`src/rtl/comet_useq.sv`:
```
// comet_useq -- microsequencer for the COMET control store.
// Selects the next microaddress (trap > RSR > JSR > sequential) and manages
// an 8-entry circular micro-subroutine stack with a sticky error flag.
// Optional feature: define USEQ_TRAP_EN to enable the microtrap path.
// Without it, utrap_h is ignored and utrap_ack_h is held low.
module comet_useq (
  input  logic        mclk_l,
  input  logic        sac_reset_h,
  input  logic        d_clk_en_h,
  input  logic [13:0] upc_next_h,
  input  logic [5:0]  but_h,
  input  logic        ibut_l,
  input  logic [5:0]  cs_addr_l,
  input  logic        utrap_h,
  output logic [13:0] upc_h,
  output logic [3:0]  ustk_depth_h,
  output logic        ustk_err_h,
  output logic        utrap_ack_h
);

  localparam logic [5:0]  BUT_JSR   = 6'h01;
  localparam logic [5:0]  BUT_RSR   = 6'h02;
  localparam logic [13:0] TRAP_ADDR = 14'h3FF0;

  logic [13:0] r_upc;
  logic [2:0]  r_sp;
  logic [3:0]  r_depth;
  logic        r_err;
  logic [13:0] r_stk [0:7];

  logic [5:0]  w_but;
  logic [13:0] w_target;
  logic        w_trap;
  logic        w_jsr;
  logic        w_rsr;
  logic        w_push;
  logic [13:0] w_push_data;
  logic        w_empty;
  logic        w_full;
  logic [2:0]  w_sp_dec;
  logic [13:0] w_next;

`ifdef USEQ_TRAP_EN
  logic r_ack;
  assign w_trap      = utrap_h;
  assign utrap_ack_h = r_ack;

  // Ack pulse: follows each taken trap by one enabled cycle
  always_ff @(posedge mclk_l) begin
    if (sac_reset_h)
      r_ack <= 1'b0;
    else if (d_clk_en_h)
      r_ack <= w_trap;
  end
`else
  logic w_unused_trap;
  assign w_unused_trap = utrap_h;
  assign w_trap        = 1'b0;
  assign utrap_ack_h   = 1'b0;
`endif

  // Decode the microword: invalid BUT collapses to a plain sequential step
  always_comb begin
    w_but       = ibut_l ? but_h : 6'h00;
    w_target    = ibut_l ? {upc_next_h[13:6], upc_next_h[5:0] | ~cs_addr_l}
                         : upc_next_h;
    w_jsr       = !w_trap && (w_but == BUT_JSR);
    w_rsr       = !w_trap && (w_but == BUT_RSR);
    w_push      = w_trap || w_jsr;
    // A trap returns to the interrupted word itself; a JSR returns past it
    w_push_data = w_trap ? r_upc : r_upc + 14'd1;
    w_empty     = (r_depth == 4'd0);
    w_full      = (r_depth == 4'd8);
    w_sp_dec    = r_sp - 3'd1;
    if (w_trap)
      w_next = TRAP_ADDR;
    else if (w_rsr)
      w_next = w_empty ? 14'h0000 : r_stk[w_sp_dec];
    else
      w_next = w_target;
  end

  // Control state: microaddress, stack pointer, depth and sticky error
  always_ff @(posedge mclk_l) begin
    if (sac_reset_h) begin
      r_upc   <= 14'h0000;
      r_sp    <= 3'd0;
      r_depth <= 4'd0;
      r_err   <= 1'b0;
    end else if (d_clk_en_h) begin
      r_upc <= w_next;
      if (w_push) begin
        // When full the pointer lands on the oldest entry, so it is overwritten
        r_sp <= r_sp + 3'd1;
        if (w_full)
          r_err <= 1'b1;
        else
          r_depth <= r_depth + 4'd1;
      end else if (w_rsr) begin
        if (w_empty)
          r_err <= 1'b1;
        else begin
          r_sp    <= w_sp_dec;
          r_depth <= r_depth - 4'd1;
        end
      end
    end
  end

  // Stack RAM: data only, no reset; underflow rule guards unwritten entries
  always_ff @(posedge mclk_l) begin
    if (!sac_reset_h && d_clk_en_h && w_push)
      r_stk[r_sp] <= w_push_data;
  end

  assign upc_h        = r_upc;
  assign ustk_depth_h = r_depth;
  assign ustk_err_h   = r_err;

endmodule
```
`config.mk`:
```
export PLATFORM = sky130hd
export DESIGN_NAME = comet_useq
export DESIGN_NICKNAME = d
export VERILOG_FILES = /design/src/rtl/comet_useq.sv
export SDC_FILE = /design/constraint.sdc
export NUM_CORES = 1
export LEC_CHECK = 0
export ABC_AREA = 1
export BUFFER_PORTS_ARGS = -buffer_cell sky130_fd_sc_hd__buf_2
export CAP_MARGIN = 15
export CORE_MARGIN = 2
export CORE_UTILIZATION = 43
export DETAILED_ROUTE_END_ITERATION = 10
export GPL_TIMING_DRIVEN = 1
export PLACE_DENSITY_LB_ADDON = 0.05
export SYNTH_ARGS = -nofsm -noshare
export SYNTH_HDL_FRONTEND = slang
export SYNTH_SLANG_ARGS = --single-unit
```
`constraint.sdc`:
```
create_clock -name mclk_l -period 6.1 [get_ports mclk_l]
set_input_delay 0.915 -clock mclk_l [delete_from_list [all_inputs] [get_ports mclk_l]]
set_output_delay 0.915 -clock mclk_l [all_outputs]
set_load 0.02 [all_outputs]
```
==> metrics <==
status=completed; die height=~120 um; placed insts=around 730; final setup TNS=0 ns; startpoint types=register; CTS tree=yes; RePlAce Congestion=between 0.7 and 0.8; post_cts resized=0; Worst-Margin Slew=roughly 1.1 ns; Placeable Area=13800 um2; hold slack=~0.48 ns; Total GRT Usage=approximately 20%; number of cell rows=43; Die Wd=~120 um; Num CTS Buffers=17; area leader, netlist=edfxtp_1; DRC=0; Layout Cells excl Fill=about 760; Leakage=2.56 nW; Via Count=between 4000 and 5000; Required @ worst endpoint=slightly above 6 ns; initial antenna violation count=0; final setup fails=0; fmax=about 310 MHz; largest net degree at the start of global routing=62; CP arrival=around 3.2 ns; Fillers=approximately 1200; Hold Vio Cnt, Final=0; Final Util=between 50% and 60%; I/O pin total=a little over 50; Max Clock Skew=between 0.009 and 0.01 ns; Peak VDD IR=roughly 0.18 mV; Post-synth EDFFs=112; vias in the first global route=3840; crit-path max FO=61; clock slew at reported path FFs=approximately 0.06 ns; CTS sink count=between 100 and 150; top cells by area, synth=edfxtp_1 55%, dfxtp_1 7.2%, o21ai_0 6.6%, nor2_1 6.3%, o211ai_2 3.1%; Final ANT Viol Nets=0; Pwr Density=around 290 nW/um2; Net count, final=approximately 610; final WL=14400 um; clk buf depth=2; max-cap violations=0; Synth cell types=41; Remaining Overflow, GRT=0; critical setup path kind=reg2reg; CP endpoint kind=register; commonest register cell after synthesis=edfxtp_1; drt pass-1 iters=5; Hold Crit Class=reg2reg; Port Buf Inserts=between 40 and 50; Hold Buf Count CTS=0; first-pass GRT wire length=roughly 22000 um; starting density of the core=44.0%; layout cells sized above 1=about a quarter; syn_nets=565; Async SR Flop Fraction=0%; Tot Pwr=~2.0 mW; Seq cells post-synth=between 100 and 150; Synth top area share=a little under three fifths; slew margin rel.=about a quarter; Final Max Slew Viols=0; dpl hpwl=a little over 8000 um; Routed WL per cell=around 19 um; sequential fraction of the synthesis area=between 60% and 70%; Root Driver=clkbuf_16; H-tree depth=4; Yosys warnings=0; vias per cell=between 5 and 6; Worst-Skew Late Latency=~0.42 ns; P&R area growth vs syn=15.0%; Post-Synthesis Cells=~530; die area=between 15000 and 20000 um2; RSZ-0062 raised after global routing=no; Post-CTS Setup Inserts=0; synthesized cell area=slightly above 6000 um2; Tcrit/Tclk final=between 50% and 60%; syn_area_per_cell=between 10 and 15 um2; minimum clock period=between 3 and 4 ns; initial DRC count=roughly 240; ant diodes=0
## cells in the mapped netlist (8+ instances only)
cell type	instances
o21ai_0	80
o211ai_2	15
inv_1	23
nor2_1	102
dfxtp_1	22
a21oi_1	22
xnor2_1	9
edfxtp_1	112
nor3_1	9
o211ai_1	13
o21ai_1	9
nand2_1	20
nand3_1	8
a21oi_2	11
## power breakdown
part	leakage, nW	switching [mW]	internal, mW	total (mW)
registers	1.20	0.0114	1.00	1.02
logic	1.11	0.0586	0.0269	0.0855
clock network	0.255	0.351	0.548	0.899
total	2.56	0.421	1.58	2.00
## cells in the final DEF, fill, tap and decap left out, types with 13 or more instances in the layout
master	Yosys	layout
a21oi_1	22	22
nor2_1	102	102
buf_2	7	48
dfxtp_1	22	21
o21ai_0	80	80
nand2_1	20	20
o211ai_2	15	15
o211ai_1	13	13
inv_1	23	23
clkbuf_16	0	17
edfxtp_1	112	112
## state kept, by name (all words and copies together), names as in the netlist
| signal | flops |
|---|---|
| ustk_err_h | 1 |
| r_stk | 112 |
| r_sp | 3 |
| ustk_depth_h | 4 |
| upc_h | 14 |
## layout make-up
type                    instances  area [um2]  area share, %
well taps                     180         225           3.22
multi-input cells             339        2070           29.6
clock buffers                  27         493           7.05
repair buffers                 51         263           3.76
clock inverters                 5        27.5          0.394
inverters                      27         106           1.52
flip-flops and latches        134        3800           54.4
## worst max-delay path, stage by stage, from the launching register on
cell and delay [ns]:
dfxtp_2 0.31, buf_4 0.31, inv_2 0.14, buf_4 0.51, nand4_1 0.49, nor3_4 1.01
## final timing paths
| check | start | end | slack, ns | cells past startpoint |
|---|---|---|---|---|
| min reg2reg | ustk_err_h | ustk_err_h | 0.48 | 2 |
| max | r_sp[0] | r_stk[2][0] | 2.91 | 5 |
| max reg2reg | r_sp[0] | r_stk[2][0] | 2.91 | 5 |
| min | ustk_err_h | ustk_err_h | 0.48 | 2 |
## kinds of logic after synthesis
| logic type | after synthesis | share of synthesized area, % |
|---|---|---|
| AO/OA/AOI/OAI | 153 | 15.9 |
| buffers and inverters | 56 | 4.88 |
| flip-flops | 134 | 62.6 |
| AND/OR/NAND/NOR | 165 | 13.4 |
| other | 1 | 0.0617 |
| XOR/XNOR | 15 | 2.16 |
| adder cells (fa/ha/maj) | 5 | 1.03 |
## per-stage QoR
stage	instance area, um2	setup WS, ns
detailed placement	6470	2.56
finish	6990	2.91
floorplan	6080	3.19
CTS	6990	2.94
global placement	6470	2.67
global route	6990	2.77
## routing by layer
layer	global-route usage, %	part of all wire [%]	wire [um]
met5	0	0	0
met4	7.04	1.6	225
met3	4.70	4.4	637
met2	31.7	47	6770
met1	28.1	47	6810
Note: power is estimated with default switching activity, not from simulation.
